## config.mk

```make
export PLATFORM = sky130hd
export DESIGN_NAME = button_driver
export DESIGN_NICKNAME = d
export VERILOG_FILES = /design/src/rtl/button_pkg.sv /design/src/rtl/btn_debounce.sv /design/src/rtl/button_driver.sv
export SDC_FILE = /design/constraint.sdc
export NUM_CORES = 1
export LEC_CHECK = 0
export BUFFER_PORTS_ARGS = -buffer_cell sky130_fd_sc_hd__buf_4
export CAP_MARGIN = 20
export CORE_MARGIN = 5
export CORE_UTILIZATION = 45
export CTS_CLUSTER_SIZE = 30
export DETAILED_ROUTE_END_ITERATION = 16
export GPL_ROUTABILITY_DRIVEN = 0
export PLACE_DENSITY = 0.71
export SETUP_SLACK_MARGIN = 0.1
export SLEW_MARGIN = 40
export SYNTH_ARGS = -nofsm -noshare
export SYNTH_HDL_FRONTEND = slang
export SYNTH_SLANG_ARGS = --single-unit
```

## constraint.sdc

```tcl
create_clock -name clk -period 5.65 [get_ports clk]
set_input_delay 1.4125 -clock clk [delete_from_list [all_inputs] [get_ports clk]]
set_output_delay 1.4125 -clock clk [all_outputs]
set_load 0.1 [all_outputs]
```

## src/rtl/button_pkg.sv

```systemverilog
`default_nettype none
// ============================================================================
// Module      : button_pkg
// Description : Shared constants for the push-button input peripheral:
//               IO register offsets and the default debounce length.
// Revision    : 1.0 - initial release
// ============================================================================
package button_pkg;

    // IO-window offsets decoded by button_driver
    localparam logic [11:0] BTN_LEVEL_ADDR = 12'h078;
    localparam logic [11:0] BTN_PEND_ADDR  = 12'h07C;
    localparam logic [11:0] BTN_CNT_ADDR   = 12'h080;

    // Stable cycles required before a new button level is accepted
    localparam int DEBOUNCE_CYCLES_DEFAULT = 20000;

endpackage : button_pkg
`default_nettype wire

```

## src/rtl/btn_debounce.sv

```systemverilog
`default_nettype none
// ============================================================================
// Module      : btn_debounce
// Description : Single-bit button conditioner. A two-flop synchroniser feeds
//               a counter that must observe DEBOUNCE_CYCLES consecutive
//               mismatching samples before the stable level follows.
// Ports       : clk       - system clock
//               rst_n     - synchronous reset, active-low
//               btn_async - raw button level, 1 = pressed
//               stable    - debounced level
//               rise      - one-cycle pulse on the edge stable goes 0->1
// Revision    : 1.0 - initial release
// ============================================================================
module btn_debounce
    import button_pkg::*;
#(
    parameter int DEBOUNCE_CYCLES = DEBOUNCE_CYCLES_DEFAULT
) (
    input  logic clk,
    input  logic rst_n,
    input  logic btn_async,
    output logic stable,
    output logic rise
);

    // The counter never exceeds DEBOUNCE_CYCLES-1, so clog2 bits suffice.
    localparam int                 c_CNT_W   = $clog2(DEBOUNCE_CYCLES);
    localparam logic [c_CNT_W-1:0] c_CNT_MAX = c_CNT_W'(DEBOUNCE_CYCLES - 1);

    logic               r_sync1;
    logic               r_sync2;
    logic               r_stable;
    logic [c_CNT_W-1:0] r_cnt;

    logic w_mismatch;
    logic w_accept;

    assign w_mismatch = (r_sync2 != r_stable);
    // Final mismatching sample: the level has held long enough to adopt.
    assign w_accept   = w_mismatch && (r_cnt == c_CNT_MAX);

    always_ff @(posedge clk) begin
        if (!rst_n) begin
            r_sync1  <= 1'b0;
            r_sync2  <= 1'b0;
            r_stable <= 1'b0;
            r_cnt    <= '0;
        end else begin
            r_sync1 <= btn_async;
            r_sync2 <= r_sync1;
            if (!w_mismatch) begin
                // Any agreeing sample (including the end of a glitch) restarts the count.
                r_cnt <= '0;
            end else if (w_accept) begin
                r_cnt    <= '0;
                r_stable <= r_sync2;
            end else begin
                r_cnt <= r_cnt + 1'b1;
            end
        end
    end

    assign stable = r_stable;
    // Asserted in the same cycle the press is being accepted, so the
    // pending/count logic updates on the same edge as stable.
    assign rise   = w_accept && r_sync2;

endmodule : btn_debounce
`default_nettype wire

```

## src/rtl/button_driver.sv

```systemverilog
`default_nettype none
// ============================================================================
// Module      : button_driver
// Description : Memory-mapped push-button peripheral. Debounces NUM_BTN
//               buttons, latches press events (W1C pending bits), counts
//               presses and serves them on the IO read path.
// Ports       : clk     - system clock
//               rst_n   - synchronous reset, active-low
//               btn     - raw button levels, 1 = pressed
//               IOen    - IO-region select
//               IOwe    - store strobe (qualified by IOen)
//               IOaddr  - IO offset
//               IOwdata - store data
//               IOrdata - combinational read data
//               btn_irq - registered OR of pending bits
// Revision    : 1.0 - initial release
// ============================================================================
module button_driver
    import button_pkg::*;
#(
    parameter int NUM_BTN         = 5,
    parameter int DEBOUNCE_CYCLES = DEBOUNCE_CYCLES_DEFAULT,
    parameter int CNT_W           = 8
) (
    input  logic               clk,
    input  logic               rst_n,
    input  logic [NUM_BTN-1:0] btn,
    input  logic               IOen,
    input  logic               IOwe,
    input  logic [11:0]        IOaddr,
    input  logic [31:0]        IOwdata,
    output logic [31:0]        IOrdata,
    output logic               btn_irq
);

    logic [NUM_BTN-1:0] w_level;
    logic [NUM_BTN-1:0] w_rise;
    logic [NUM_BTN-1:0] w_pend_clr;
    logic [CNT_W-1:0]   w_rise_cnt;
    logic               w_wr;
    logic               w_cnt_clr;
    logic               w_unused_wdata;

    logic [NUM_BTN-1:0] r_pend;
    logic [CNT_W-1:0]   r_cnt;
    logic               r_irq;

    generate
        for (genvar gi = 0; gi < NUM_BTN; gi++) begin : g_btn
            btn_debounce #(
                .DEBOUNCE_CYCLES(DEBOUNCE_CYCLES)
            ) u_debounce (
                .clk      (clk),
                .rst_n    (rst_n),
                .btn_async(btn[gi]),
                .stable   (w_level[gi]),
                .rise     (w_rise[gi])
            );
        end
    endgenerate

    // Write decode
    assign w_wr       = IOen && IOwe;
    assign w_pend_clr = (w_wr && (IOaddr == BTN_PEND_ADDR)) ? IOwdata[NUM_BTN-1:0] : '0;
    assign w_cnt_clr  = w_wr && (IOaddr == BTN_CNT_ADDR);

    // Only the low NUM_BTN store bits carry meaning.
    assign w_unused_wdata = ^IOwdata;

    // Number of buttons newly pressed this cycle (wraps with the counter).
    always_comb begin
        w_rise_cnt = '0;
        for (int i = 0; i < NUM_BTN; i++) begin
            w_rise_cnt = w_rise_cnt + CNT_W'(w_rise[i]);
        end
    end

    always_ff @(posedge clk) begin
        if (!rst_n) begin
            r_pend <= '0;
            r_cnt  <= '0;
            r_irq  <= 1'b0;
        end else begin
            // New presses are OR-ed in after the clear, so a coincident set wins.
            r_pend <= (r_pend & ~w_pend_clr) | w_rise;
            // A clear still credits presses arriving on the same edge.
            r_cnt  <= (w_cnt_clr ? '0 : r_cnt) + w_rise_cnt;
            r_irq  <= |r_pend;
        end
    end

    // Single-cycle read path; store cycles and unmapped offsets return zero.
    always_comb begin
        IOrdata = '0;
        if (rst_n && IOen && !IOwe) begin
            case (IOaddr)
                BTN_LEVEL_ADDR: IOrdata = 32'(w_level);
                BTN_PEND_ADDR:  IOrdata = 32'(r_pend);
                BTN_CNT_ADDR:   IOrdata = 32'(r_cnt);
                default:        IOrdata = '0;
            endcase
        end
    end

    assign btn_irq = r_irq;

endmodule : button_driver
`default_nettype wire
```

==> impl_results.md, run 1 <==
* Run status: finished, final reports clean
* Cells after synthesis at roughly 560
* Startpoint type of the worst setup path: input port
* Main flop type after synthesis: sky130_fd_sc_hd__dfxtp_1
* Drt first-iter violations at ~210
* Number of nets in the finished design at 648
* Overflow left after global routing at 0
* TritonCTS buffer count at 9
* Count of different cell masters after synthesis at between 40 and 50
* Time the worst path needs with I/O delays and setup at 4870 ps
* Sequential fraction of the synthesis area at 42.1%
* Leakage Power at 1.91 nW
* Final period util at between 80% and 90%
* Post-placement worst setup slack at 700 ps
* Nature of the critical path endpoint: primary output
* Post-synth top area cell: sky130_fd_sc_hd__dfxtp_1
* Max Root-Sink Buffers at 2
* Die boundary width at 115 um
* Proportion of layout cells with a drive suffix above 1 at 10.7%
* Setup tns final at 0 ps
* Tightest slew margin relative to the limit at between 50% and 60%
* Data required time of the critical path at between 4000 and 5000 ps
* Commonest non-fill, non-tap cells in the layout: 104 x sky130_fd_sc_hd__dfxtp_1, 89 x sky130_fd_sc_hd__nor2_1, 43 x sky130_fd_sc_hd__xor2_1
* H-tree levels at 3
* Initial core utilization at 45.9%
* Count of port buffers added during placement at 34
* Die Footprint at 0.0132 mm^2
* Area fraction of the dominant cell type after synthesis at between 40% and 50%
* Highest fanout seen on the critical path at 5
* Count of standard-cell rows at 38
* Final worst-path setup slack at 780 ps
* Number of synthesized flops with an enable pin at 0
* Number of buffers inserted by hold repair at cts at 0
* Clock slew at the register clock pins of the worst setup and hold paths at about 90 ps
* Layout area overhead at 9.75%
* Number of sinks on the clock net at 104
* First drt pass iteration count at 4
* Final wirelength at 9.29 mm
* Global-route usage over all layers at 14.8%
* TritonCTS clock tree: done
* Vias in the first global route at 3568
* DRC violation count after routing at 0
* Setup repair after global routing missed its margin: false
* Area contributors post-synth: sky130_fd_sc_hd__dfxtp_1 42%, sky130_fd_sc_hd__xor2_1 7.6%, sky130_fd_sc_hd__nor2_1 6.7%, sky130_fd_sc_hd__xnor2_1 4.8%, sky130_fd_sc_hd__buf_4 3.8%
* Proportion of synthesized flip-flops having asynchronous set or reset at 0%
* Critical path start-end classification: in -> out
* Maximum frequency from static timing analysis at ~0.21 GHz
* Most common cell after layout, fill and taps aside: sky130_fd_sc_hd__dfxtp_1
* Diodes inserted at 0
* Area of the core at 0.0108 mm^2
* Detailed-placement wirelength estimate at 6.77 mm
* Total vias in the final route at 3766
* # IOs at 86
* Number of hold-slack violations in the final timing report at 0
* Worst IR drop on VDD at 0.136 mV
* Count of final max-slew check failures at 0
* Worst min-delay path category: reg -> reg
* Cell area after technology mapping at 0.00495 mm^2
* Number of buffers added for setup after CTS at 0
* Power density over cell area at 248 mW/mm^2
* Number of antenna violations at the first check in global routing at 0
* Count of synthesis-stage warnings from yosys at 0
* Average via count per standard cell at 5.17
* Cts repair resizes at 0
* Data arrival at the endpoint of the critical path at 3460 ps
* Buffer type at the clock tree root: sky130_fd_sc_hd__clkbuf_8
* Average cell area after synthesis at 8.92 um^2
* Seq cells post-synth at between 100 and 150
* Wire length of the first global-routing pass at ~16 mm
* Die height at between 100 and 150 um
* Pin count of the biggest net entering global routing at 26
* DR WL/cell at 12.8 um
* Final count of negative-setup-slack endpoints at 0
* Clock latency reported for the late side of the worst-skew pair at roughly 360 ps
* Max Clock Skew at a little over 10 ps
* Number of max-cap violations at 0
* Tightest Pin Transition at roughly 740 ps
* Remaining number of nets flagged by the antenna check after routing at 0
## flip-flops by register name (all words and copies together), names as in the netlist
name and cells:
g_btn.u_debounce.r_cnt 75, r_pend 5, r_cnt 8, g_btn.u_debounce.r_sync2 5, btn_irq 1, g_btn.u_debounce.r_sync1 5
g_btn.u_debounce.stable 5
## kinds of logic after synthesis
kind of cell	count (synthesis)	share of synthesized area, %
muxes	9	1.92
adders and majority gates	12	3.49
and+or+nand+nor	271	29.7
AOI/OAI and AO/OA	31	3.97
xor gates and xnor gates	70	12.4
buffers and inverters	57	6.44
other	1	0.0757
DFF	104	42.1
## final timing paths
check,startpoint,endpoint,slack (ps),depth (start not counted)
min,g_btn[1].u_debounce.r_sync1,g_btn[1].u_debounce.r_sync2,440,1
max reg2reg,g_btn[0].u_debounce.r_cnt[0],r_cnt[6],1550,14
min reg2reg,g_btn[1].u_debounce.r_sync1,g_btn[1].u_debounce.r_sync2,440,1
max,IOaddr[11],IOrdata[0],780,6
## area by class of cell
class                   instances  area [um^2]
clock buffers                  11          141
clock inverters                 5         80.1
multi-input cells             417         2640
flip-flops and latches        104         2080
well taps                     140          175
inverters                      17         63.8
repair buffers                 34          255
fillers                      1018         5360
## synth_stat cells, types with 6 or more instances
library cell and number:
sky130_fd_sc_hd__nand4_1 28, sky130_fd_sc_hd__dfxtp_1 104, sky130_fd_sc_hd__buf_4 25, sky130_fd_sc_hd__xor2_1 43, sky130_fd_sc_hd__o21ai_0 6, sky130_fd_sc_hd__nor4_1 13, sky130_fd_sc_hd__clkbuf_1 11, sky130_fd_sc_hd__nand2_1 25
sky130_fd_sc_hd__nor3_1 10, sky130_fd_sc_hd__or3_1 7, sky130_fd_sc_hd__a21oi_1 10, sky130_fd_sc_hd__ha_1 9, sky130_fd_sc_hd__and2_1 18, sky130_fd_sc_hd__nand3_1 33, sky130_fd_sc_hd__xnor2_1 27, sky130_fd_sc_hd__nor2_1 89
sky130_fd_sc_hd__inv_1 17, sky130_fd_sc_hd__and4_1 14
## metal layers
metal | part of all wire [%] | track usage, % | wire length, um
met1 | 47 | 19.0 | 4340
met5 | 0 | 0 | 0
met2 | 45 | 23.7 | 4180
met3 | 5.9 | 3.21 | 552
met4 | 2.3 | 6.81 | 218
## power by group
part / leakage, nW / switching (W) / total [W] / internal, W
Combinational: 0.966 / 0.0000863 / 0.000103 / 0.0000168
Sequential: 0.840 / 0.00000282 / 0.000740 / 0.000737
Clock: 0.106 / 0.000244 / 0.000505 / 0.000261
Total: 1.91 / 0.000333 / 0.00135 / 0.00101
## critical path, cell delays in order
cell	delay (ps)
sky130_fd_sc_hd__buf_4	100
sky130_fd_sc_hd__or4_1	630
sky130_fd_sc_hd__nor4_1	670
sky130_fd_sc_hd__a22oi_1	170
sky130_fd_sc_hd__nor2_1	170
sky130_fd_sc_hd__buf_4	310
## metrics by stage
stage               instances  cell area (um^2)  util, %  hold slack [ps]  power (W)
floorplan                 578              5040        -              412   0.000854
CTS                       728              5430     50.3              443    0.00136
finish                    728              5430     50.3              437    0.00135
global placement          712              5210     48.3              414   0.000859
detailed placement        712              5210     48.3              421   0.000860
global route              728              5430     50.3              449    0.00140
(Power assumes the default switching activity.)
==> run 2: changes to the inputs <==
PLACE_DENSITY = 0.66   (was 0.71)
REMOVE_ABC_BUFFERS = 1   (was default)
==> run 2 against run 1 <==
Clock power is 15% lower. Total power is 5.8% lower. Core utilization is 0.37 points lower. Routed wire length is 0.87% higher. Flip-flop and latch count stayed put. Final area is 0.74% lower. Setup slack better by 43 ps. Sequential power hardly changed. Register-to-register slack hardly changed. Global-route usage is 0.57 points lower. Sequential share of layout area is 0.28 points higher. Clock skew is 3.0 ps higher.
==> impl_results.md, run 2 (synthesis results as in run 1) <==
* Run status: finished, final reports clean (unchanged)
* Detailed-placement wirelength estimate at 6.91 mm (was 6.77 mm)
* Overflow left after global routing at 0 (unchanged)
* Number of nets in the finished design at 648 (unchanged)
* Vias in the first global route at 3515 (was 3568)
* Clock slew at the register clock pins of the worst setup and hold paths at 90 ps (about the same)
* Pin count of the biggest net entering global routing at 26 (unchanged)
* Data arrival at the endpoint of the critical path at 3410 ps (was 3460 ps)
* Area of all placed cells without fillers at 0.00539 mm^2 (was 0.00543 mm^2)
* Diodes inserted at 0 (unchanged)
* Logic depth of the worst register-to-register path at 14 (unchanged)
* Worst IR drop on VDD at 0.0974 mV (was 0.136 mV)
* Top Registers: g_btn.u_debounce.r_cnt: 75 flops, r_cnt: 8 flops (unchanged)
* Nature of the critical path endpoint: primary output (unchanged)
* Highest fanout seen on the critical path at 6 (was 5)
* Wire length of the first global-routing pass at 15.6 mm (was 16.0 mm)
* Worst min-delay path category: reg -> reg (unchanged)
* Area of the core at 0.0108 mm^2 (unchanged)
* Global-route usage over all layers at 14.2% (was 14.8%)
* Power density over cell area at 235 mW/mm^2 (was 248 mW/mm^2)
* Count of standard-cell rows at 38 (unchanged)
* Startpoint type of the worst setup path: input port (unchanged)
* Placed cell areas at 0.00521 mm^2 (unchanged)
* Max Root-Sink Buffers at 2 (unchanged)
* Filler cells at 1024 (was 1018)
* Cts repair resizes at 0 (unchanged)
* DR WL/cell at 12.9 um (was 12.8 um)
* Count of final max-slew check failures at 0 (unchanged)
* Tightest slew margin relative to the limit at 53.0% (was 50.0%)
* Final period util at 85.4% (was 86.2%)
* Die boundary width at 115 um (unchanged)
* PnR Total Power at 0.00127 W (was 0.00135 W)
* Count of port buffers added during placement at 34 (unchanged)
* Drt first-iter violations at 271 (was 212)
* Number of buffers added for setup after CTS at 0 (unchanged)
* Die height at 115 um (unchanged)
* Register name with the most flops: g_btn.u_debounce.r_cnt (unchanged)
* Post-placement worst setup slack at 686 ps (was 700 ps)
* Flip-flop count of the largest register, all copies and words added at 75 (unchanged)
* Clock latency reported for the late side of the worst-skew pair at 370 ps (was 360 ps)
* Time the worst path needs with I/O delays and setup at 4830 ps (was 4870 ps)
* Number of buffers inserted by hold repair at cts at 0 (unchanged)
* Final wirelength at 9.37 mm (was 9.29 mm)
* Number of antenna violations at the first check in global routing at 0 (unchanged)
* Max Clock Skew at 13.1 ps (was 10.1 ps)
* Number of sinks on the clock net at 104 (unchanged)
* Worst hold path depth at 1 (unchanged)
* Leakage Power at 1.90 nW (was 1.91 nW)
* Commonest non-fill, non-tap cells in the layout: 104 x sky130_fd_sc_hd__dfxtp_1, 89 x sky130_fd_sc_hd__nor2_1, 43 x sky130_fd_sc_hd__xor2_1 (unchanged)
* Tightest Pin Transition at 699 ps (was 743 ps)
* Setup tns final at 0 ps (unchanged)
* Final worst-path setup slack at 823 ps (was 780 ps)
* Buffer type at the clock tree root: sky130_fd_sc_hd__clkbuf_8 (unchanged)
* Data required time of the critical path at 4240 ps (about the same)
* TritonCTS clock tree: done (unchanged)
* First drt pass iteration count at 4 (unchanged)
* Remaining number of nets flagged by the antenna check after routing at 0 (unchanged)
* Critical path start-end classification: in -> out (unchanged)
* Final count of negative-setup-slack endpoints at 0 (unchanged)
* Initial core utilization at 45.9% (unchanged)
* Most common cell after layout, fill and taps aside: sky130_fd_sc_hd__dfxtp_1 (unchanged)
* Average via count per standard cell at 5.18 (was 5.17)
* Setup repair after global routing missed its margin: false (unchanged)
* Number of hold-slack violations in the final timing report at 0 (unchanged)
* Total vias in the final route at 3763 (was 3766)
* TritonCTS buffer count at 9 (unchanged)
* Maximum frequency from static timing analysis at 0.207 GHz (was 0.205 GHz)
* Number of max-cap violations at 0 (unchanged)
* Proportion of layout cells with a drive suffix above 1 at 10.7% (about the same)
* # IOs at 86 (unchanged)
* Layout area overhead at 8.95% (was 9.75%)
* DRC violation count after routing at 0 (unchanged)
* H-tree levels at 3 (unchanged)
* Die Footprint at 0.0132 mm^2 (unchanged)
[run 2: where the power goes]
part           internal, W  leakage, nW  total (W)  switching (W)
clock             0.000183       0.0914   0.000427       0.000244
combinational    0.0000167        0.966   0.000103      0.0000864
sequential        0.000737        0.840   0.000740     0.00000279
[run 2: worst paths after layout]
kind	endpoint	slack, ps	startpoint
setup / recovery	IOrdata[6]	820	IOaddr[11]
hold / removal	g_btn[0].u_debounce.r_sync2	440	g_btn[0].u_debounce.r_sync1
setup reg to reg	r_cnt[4]	1540	g_btn[0].u_debounce.r_cnt[0]
hold reg to reg	g_btn[0].u_debounce.r_sync2	440	g_btn[0].u_debounce.r_sync1
[run 2: critical path, cell delays in order]
cell and delay [ps]:
sky130_fd_sc_hd__buf_4 100, sky130_fd_sc_hd__or4_1 610, sky130_fd_sc_hd__nor4_2 550, sky130_fd_sc_hd__and4b_1 310, sky130_fd_sc_hd__and2_1 140, sky130_fd_sc_hd__buf_4 280
[run 2: layer usage]
layer | global-route usage (%) | routed length (um)
met3 | 2.68 | 516
met4 | 6.65 | 167
met2 | 22.5 | 4170
met5 | 0 | 0
met1 | 18.8 | 4520
[run 2: per-stage QoR]
step | hold WS (ps) | instances | utilization [%]
6_report | 438 | 727 | 50.0
5_1_grt | 450 | 727 | 50.0
4_1_cts | 443 | 727 | 50.0
3_5_place_dp | 419 | 712 | 48.3
3_3_place_gp | 418 | 712 | 48.3
2_1_floorplan | 412 | 538 | -
[run 2: layout make-up]
type	instances	area [um^2]	share of cell area [%]
multi-input combinational	417	2640	48.9
sequential	104	2080	38.6
timing repair buffer	34	255	4.73
tap	140	175	3.25
clock buffer	11	151	2.81
inverter	17	63.8	1.18
clock inverter	4	30.0	0.557
